==> src/rtl/serial_parallel_rx_pkg.sv <==
// Shared PHY lane definitions: comma character, lane alignment states and
// the default comma count required for lock.
package serial_parallel_rx_pkg;

    localparam logic [7:0]  COMMA_BC           = 8'hBC;
    localparam int unsigned SYNC_COUNT_DEFAULT = 4;

    // Also used by the lane TX serializer's idle logic.
    typedef enum logic [1:0] {
        SEARCH = 2'd0,
        ALIGN  = 2'd1,
        ACTIVE = 2'd2
    } lane_state_e;

endpackage : serial_parallel_rx_pkg

==> src/rtl/serial_parallel_rx.sv <==
// Per-lane RX deserializer: bit-slip comma search, comma-count lock, then one
// registered byte plus valid flag presented per byte period.
module serial_parallel_rx
    import serial_parallel_rx_pkg::*;
#(
    parameter logic [7:0]  COMMA      = COMMA_BC,
    parameter int unsigned SYNC_COUNT = SYNC_COUNT_DEFAULT
) (
    input  logic       clk_8f,
    input  logic       reset_L,
    input  logic       data_in,
    output logic [7:0] data_par,
    output logic       valid_par,
    output logic       active
);

    localparam logic [3:0] SYNC_CNT = 4'(SYNC_COUNT);

    lane_state_e state_q;
    logic [7:0]  sr_q;
    logic [2:0]  bit_cnt_q;
    logic [3:0]  comma_cnt_q;
    logic [7:0]  data_par_q;
    logic        valid_par_q;
    logic        active_q;

    logic [7:0]  cand;
    logic        cand_is_comma;
    logic        boundary;

    // cand is the byte completed by the bit sampled at this edge.
    always_comb begin
        cand          = {sr_q[6:0], data_in};
        cand_is_comma = (cand == COMMA);
        boundary      = (bit_cnt_q == 3'd7);
    end

    always_ff @(posedge clk_8f or negedge reset_L) begin
        if (!reset_L) begin
            state_q     <= SEARCH;
            sr_q        <= '0;
            bit_cnt_q   <= '0;
            comma_cnt_q <= '0;
            data_par_q  <= '0;
            valid_par_q <= 1'b0;
            active_q    <= 1'b0;
        end else begin
            sr_q      <= cand;
            bit_cnt_q <= bit_cnt_q + 3'd1;
            case (state_q)
                SEARCH: begin
                    // Any bit position may start a byte; a hit re-phases the counter.
                    if (cand_is_comma) begin
                        bit_cnt_q   <= '0;
                        comma_cnt_q <= 4'd1;
                        if (SYNC_CNT == 4'd1) begin
                            state_q  <= ACTIVE;
                            active_q <= 1'b1;
                        end else begin
                            state_q <= ALIGN;
                        end
                    end
                end
                ALIGN: begin
                    if (boundary) begin
                        if (cand_is_comma) begin
                            comma_cnt_q <= comma_cnt_q + 4'd1;
                            if (comma_cnt_q + 4'd1 == SYNC_CNT) begin
                                state_q  <= ACTIVE;
                                active_q <= 1'b1;
                            end
                        end else begin
                            comma_cnt_q <= '0;
                            state_q     <= SEARCH;
                        end
                    end
                end
                ACTIVE: begin
                    if (boundary) begin
                        data_par_q  <= cand;
                        valid_par_q <= !cand_is_comma;
                    end
                end
                default: begin
                    state_q  <= SEARCH;
                    active_q <= 1'b0;
                end
            endcase
        end
    end

    assign data_par  = data_par_q;
    assign valid_par = valid_par_q;
    assign active    = active_q;

endmodule : serial_parallel_rx

==> config.mk <==
export PLATFORM = sky130hd
export DESIGN_NAME = serial_parallel_rx
export DESIGN_NICKNAME = d
export VERILOG_FILES = /design/src/rtl/serial_parallel_rx_pkg.sv /design/src/rtl/serial_parallel_rx.sv
export SDC_FILE = /design/constraint.sdc
export NUM_CORES = 1
export LEC_CHECK = 0
export CORE_AREA = 4 4 54 56
export DETAILED_ROUTE_END_ITERATION = 10
export DIE_AREA = 0 0 58 60
export PLACE_DENSITY = 0.76
export SLEW_MARGIN = 10
export SYNTH_ARGS = -nofsm -noshare
export SYNTH_HDL_FRONTEND = slang
export SYNTH_SLANG_ARGS = --single-unit
==> constraint.sdc <==
create_clock -name clk_8f -period 1.4 [get_ports clk_8f]
set_input_delay 0.14 -clock clk_8f [delete_from_list [all_inputs] [get_ports clk_8f]]
set_output_delay 0.14 -clock clk_8f [all_outputs]
set_load 0.05 [all_outputs]
# [Word-level counts from Yosys, hierarchy flattened]
# Index checks and enable logic that the tools add are counted.
[word_totals] elab_cells=44 inputBits=3 out_inout_bits=10 ff_bits=26
[classes] n_addsub=2 eq_ne=10 bitwise_logic=2 n_mux=15 n_reduce_logical=8
[ops] cell="two-way mux 4 bit" n=3
[ops] cell="equality test 8 bit, second input constant" n=1
[ops] cell="two-way mux 2 bit" n=4
[ops] cell="inequality test 2 bit, second input constant" n=4
[ops] cell="one-hot mux 4 bit (2 select lines)" n=1
[ops] cell="AND reduction 4 bit" n=2
[ops] cell="two-way mux 3 bit" n=2
[ops] cell="one-hot mux 2 bit (3 select lines)" n=1
[ops] cell="adder 4 x 1 -> 4 bit, second input constant" n=1
[ops] cell="equality test 4 x 3 -> 1 bit, second input constant" n=1
[ops] cell="adder 3 x 1 -> 3 bit, second input constant" n=1
[ops] cell="equality test 3 bit, second input constant" n=1
[ops] cell="two-way mux 1 bit" n=3
[ops] cell="inequality test 3 bit, second input constant" n=1
[ops] cell="AND reduction 3 bit" n=1
[ops] cell="equality test 2 x 1 -> 1 bit, second input constant" n=1
[ops] cell="equality test 2 bit, second input constant" n=1
[ops] cell="zero test 2 bit" n=1
[ops] cell="inverter 1 bit" n=2
[ops] cell="one-hot mux 1 bit (2 select lines)" n=1
[ops] cell="AND reduction 2 bit" n=1
[ops] cell="nonzero test 2 bit" n=1
[ops] cell="OR reduction 2 bit" n=1
[ops] cell="zero test 1 bit" n=1

# [Logic depth before layout (Yosys ltp)]
# Gate-level depths: netlist of run 1.
[depth] word_depth=6 ltp_mapped=7 depth_no_buf=6

# [Worst setup path after synthesis of run 1]
# No wires, ideal clock.
[synth_timing] kind="register -> register" from="register bit_cnt_q[0]" to="register comma_cnt_q[1]" stages_incl_launch_ff=8 arrival_ns=1.444 setup_time_ns=0.078 path_slack_ns=-0.122 cell_sequence="dfrtp_1 > ha_1 > ha_1 > clkbuf_2 > inv_1 > nor4_1 > a22oi_1 > o2bb2ai_1"
[synth_between] elab_chain_cells=3
[synth_rtl] element="from (decl)" line_no="serial_parallel_rx.sv:21" source="logic [2:0] bit_cnt_q;"
[synth_rtl] element="from (signal assigned)" line_no="serial_parallel_rx.sv:49" source="bit_cnt_q <= bit_cnt_q + 3'd1;"
[synth_rtl] element="equality test 3 bit" line_no="serial_parallel_rx.sv:35" source="boundary = (bit_cnt_q == 3'd7);"
[synth_rtl] element="inequality test 2 bit (no source line)"
[synth_rtl] element="AND reduction 3 bit (no source line)"
[synth_rtl] element="to (signal assigned)" line_no="serial_parallel_rx.sv:67" source="comma_cnt_q <= comma_cnt_q + 4'd1;"
[synth_rtl] element="to (decl)" line_no="serial_parallel_rx.sv:22" source="logic [3:0] comma_cnt_q;"
# Every way passes these cells.
# A chain may end at the register's enable or synchronous reset.

# [Worst setup path in the final report of run 1]
[layout_timing] from="register sr_q[0]" to="register comma_cnt_q[3]"
[layout_between] elab_chain_cells=4 word_cells_on_any_way=6
[layout_rtl] element="from (decl)" line_no="serial_parallel_rx.sv:20" source="logic [7:0] sr_q;"
[layout_rtl] element="from (signal assigned)" line_no="serial_parallel_rx.sv:48" source="sr_q <= cand;"
[layout_rtl] element="equality test 8 bit *" line_no="serial_parallel_rx.sv:34" source="cand_is_comma = (cand == COMMA);"
[layout_rtl] element="two-way mux 4 bit" line_no="serial_parallel_rx.sv:66" source="if (cand_is_comma) begin"
[layout_rtl] element="two-way mux 4 bit" line_no="serial_parallel_rx.sv:65" source="if (boundary) begin"
[layout_rtl] element="one-hot mux 4 bit (2 select lines)" line_no="serial_parallel_rx.sv:50" source="case (state_q)"
# Mark *: on every way between the ends. The rest lies on a longest branch, timed or not. The select of a mux whose other input is x is not followed.

==> results.yml, run 1 <==
synth:
  ys.warnings.count: 0
  simple_gate_share_of_the_synthesized_area: 0.145
  syn_area_per_cell_um2: 13.4
  yosys.cell_types.count: 32
  postSynthCellCount: 83
  synth_fp_nets: 90
  synth_compound_area_frac: 0.112
  yosys-mux-area-fraction: 0.0812
  yosys.area_share.xor_xnor: 0.00789
  synth.top_cells.by_area: "sky130_fd_sc_hd__dfrtp_1 (59%), sky130_fd_sc_hd__mux2_2 (8.1%), sky130_fd_sc_hd__ha_1 (4.5%), sky130_fd_sc_hd__nand4bb_4 (2.5%), sky130_fd_sc_hd__a22oi_1 (2.0%)"
  seq_area_frac_synth: 0.586
  post_synth_fa_ha_maj_area_fraction: 0.0451
  mappedNetlistArea_um2: 1110
  synth_largest_area_cell: "sky130_fd_sc_hd__dfrtp_1"
  yosys.area.top_type_share: 0.586
  synth.ff_latch_count: 26
  largest_family_of_logic_cells_by_synthesized_area: "simple AND/OR/NAND/NOR gates"
cells_and_area:
  final_net_count: 125
  final_area_um2: 1570
  filler_cell_count: 178
  antenna-diode-count: 0
  mostFrequentLayoutCell: "sky130_fd_sc_hd__buf_4"
  multi_input_area_um2: 547
  finish.cell_count_without_fillers: 147
  post_route_cells_drive_above_1_share: 0.496
  areaGrowthSynthToFinish_pct: 41.4
  most-common-layout-cells: "sky130_fd_sc_hd__buf_4 (28), sky130_fd_sc_hd__dfrtp_1 (24), sky130_fd_sc_hd__mux2_4 (8)"
  seq_area_um2: 653
clock_tree:
  cts.root.buffer_cell: "sky130_fd_sc_hd__clkbuf_4"
  tritoncts_clock_tree: "yes"
  ctsLongestPathBuffers: 2
  clock_latency_reported_for_the_late_side_of_the_worst_skew_pair_ns: 0.32
  h-tree-depth: 1
  clock_sinks: 26
  clk_pin_slew_ns: 0.14
  cts_bufs_inserted: 3
worst_setup_path:
  cp.buffers_inverters: 0
  critPathSlowestCell: "sky130_fd_sc_hd__dfrtp_1"
  crit_arrival_ns: 1.68
  worst_setup_path_end_kind: "register"
  gate_family_responsible_for_the_most_delay_along_the_worst_path: "simple AND/OR/NAND/NOR gates"
  crit_required_ns: 1.62
  critical_path.startpoint_type: "register"
  cp_slowest_stage_delay_ns: 0.41
  type_of_the_worst_setup_path: "reg -> reg"
  crit_path_max_fanout: 4
  worstPathCellList: "nand4bb_4 > or2_4 > a21o_1 > a211o_1"
global_route:
  gr-total-overflow: 0
  number_of_global_route_vias_before_repair: 839
  global_route.usage.total: 0.145
  grt_start_max_net_pins: 27
  first_pass_grt_wire_length_um: 3840
  grt_antenna_before_repair: 0
placed_design:
  place_inst: 139
  finalWeightedCongestion: 0.867
  post-place-ws_ns: -0.247
  hpwl_um: 1620
  placement.cell_area_um2: 1420
  numPortBuffers: 12
sta:
  slew_headroom: 0.725
  fmax_mhz: 687
  setup_viol: 12
  setup_repair_after_global_routing_missed_its_margin: "true"
  finalHoldViolCount: 0
  final.period_utilization: 1.04
  worst_pin_slew_ns: 0.412
  final.setup.worst_slack_ns: -0.0558
  finalCriticalPeriod_ns: 1.46
  clock_skew_ns: 0.00178
  finalMaxSlewViolations: 0
  accumulated_negative_setup_slack_ns: -0.253
floorplan:
  initial_utilization: 0.456
  fp.dieArea_um2: 3480
  top_level_ports: 13
  die_h_um: 60
  die_x_um: 58
  rows: 18
  core-area_um2: 2430
run:
  cap_viol_max_count: 0
routing:
  drt_wl_total_um: 2310
  dr.pass1.iters: 4
  drt_drc_violations_left: 0
  antenna_violating_nets_post_route: 0
  detail_route.iter0.violations: 11
  detailroute.via_count: 783
  post_drt_via_cell_ratio: 5.33
  routed_wire_length_per_instance_um: 15.7
power_and_ir_drop:
  power.share.combinational: 0.121
  vdd_ir_drop_max_mv: 0.861
  p_int_mw: 1.19
  cellLeakagePower_nw: 0.740
  clock_power_share: 0.330
  share_of_total_power_consumed_by_net_switching: 0.230
  power_density_nw_per_um2: 987
  power_switching_mw: 0.356
  sequentialPowerShare: 0.549
status:
  violations_in_the_final_reports: "setup timing"
  outcome: "complete, but fails checks"
hold_path:
  class_of_the_worst_hold_path: "in -> async"
[stage by stage]
step           power (mW)  utilization  hold WS, ns
2_1_floorplan       0.931            -       -0.156
3_5_place_dp         1.01        0.583        0.424
4_1_cts              1.55        0.624        0.169
3_3_place_gp        0.998        0.583        0.418
5_1_grt              1.61        0.645        0.183
6_report             1.55        0.645        0.162
[cells in the mapped netlist, drive strengths merged]
cell / count
nand2b: 1
clkbuf: 1
xnor2: 1
nand3b: 1
dfrtp: 26
a2bb2oi: 1
inv: 4
a211o: 1
nand4b: 2
buf: 1
nand2: 3
a22oi: 3
nor2: 2
nand4bb: 1
nor4: 2
and3: 2
o32ai: 2
o2bb2ai: 2
o21a: 1
nand3: 1
a22o: 1
o31ai: 2
mux2: 8
ha: 4
or2: 1
or3: 2
a21o: 1
o21ai: 2
nor3: 2
nor2b: 2
[worst paths after layout]
check                      cells past startpoint              to          from  slack (ns)
setup / recovery                               4  comma_cnt_q[3]       sr_q[0]       -0.06
hold / removal                                 2     data_par[5]       reset_L        0.16
setup reg to reg                               4  comma_cnt_q[3]       sr_q[0]       -0.06
hold reg to reg                                1    bit_cnt_q[0]  bit_cnt_q[0]        0.45
max in group asynchronous                      2  comma_cnt_q[1]       reset_L        0.97
min in group clk_8f                            2         sr_q[0]       data_in        0.42
[worst register-to-register path, stage by stage (launching register included)]
cell and delay, ns:
sky130_fd_sc_hd__dfrtp_1 0.41, sky130_fd_sc_hd__nand4bb_4 0.22, sky130_fd_sc_hd__or2_4 0.26, sky130_fd_sc_hd__a21o_1 0.20
sky130_fd_sc_hd__a211o_1 0.27
[power by group through the flow]
| stage | combinational, mW | sequential [mW] | clock, mW |
|---|---|---|---|
| 4_1_cts | 0.177 | 0.847 | 0.526 |
| 3_3_place_gp | 0.150 | 0.848 | 0 |
| 2_1_floorplan | 0.0788 | 0.852 | 0 |
| 3_5_place_dp | 0.157 | 0.855 | 0 |
| 5_1_grt | 0.205 | 0.853 | 0.547 |
| 6_report | 0.187 | 0.849 | 0.512 |
[flip-flops by register name (all words and copies together) (netlist names)]
register     flops
comma_cnt_q      4
active           1
sr_q             7
valid_par        1
state_q          2
data_par         8
bit_cnt_q        3
[kinds of logic (layout without fill, tap and decap cells)]
| kind of cell | after synthesis | in the layout |
|---|---|---|
| XOR/XNOR | 1 | 1 |
| AND/OR/NAND/NOR | 22 | 22 |
| buffers and inverters | 6 | 40 |
| AO/OA/AOI/OAI | 16 | 16 |
| flip-flops | 26 | 26 |
| adder cells (fa/ha/maj) | 4 | 4 |
| multiplexers | 8 | 8 |
[cell type report]
| type | instances | share of cell area |
|---|---|---|
| repair buffers | 32 | 0.167 |
| flip-flops and latches | 26 | 0.416 |
| multi-input cells | 51 | 0.348 |
| clock inverters | 1 | 0.0191 |
| clock buffers | 3 | 0.0144 |
| well taps | 30 | 0.0239 |
| inverters | 4 | 0.0112 |
[what timing repair did]
item	4_1_cts	5_1_grt
endpoints found under the setup margin	14	18
pin swaps	3	6
buffers inserted	2	2
endpoints found under the hold margin	0	0
gates cloned	0	0
gates resized for setup	6	10
hold buffers	0	0
[per-layer routing]
| metal | wire, µm | part of all wire | GRT usage | vias to the layer above |
|---|---|---|---|---|
| met4 | 27 | 0.012 | 0.0464 | 0 |
| met5 | 0 | 0 | 0 | - |
| met2 | 1180 | 0.51 | 0.248 | 13 |
| met3 | 81 | 0.035 | 0.0454 | 4 |
| li1 | - | - | - | 372 |
| met1 | 1020 | 0.44 | 0.175 | 394 |
Power figures use the tool's default switching activity.
==> run 2: changes to the inputs <==
Settings changed: ABC_AREA set to 0, CAP_MARGIN set to 10.
==> results of run 2 <==
Same layout as run 1: the final DEF is identical, and so are final timing and power.
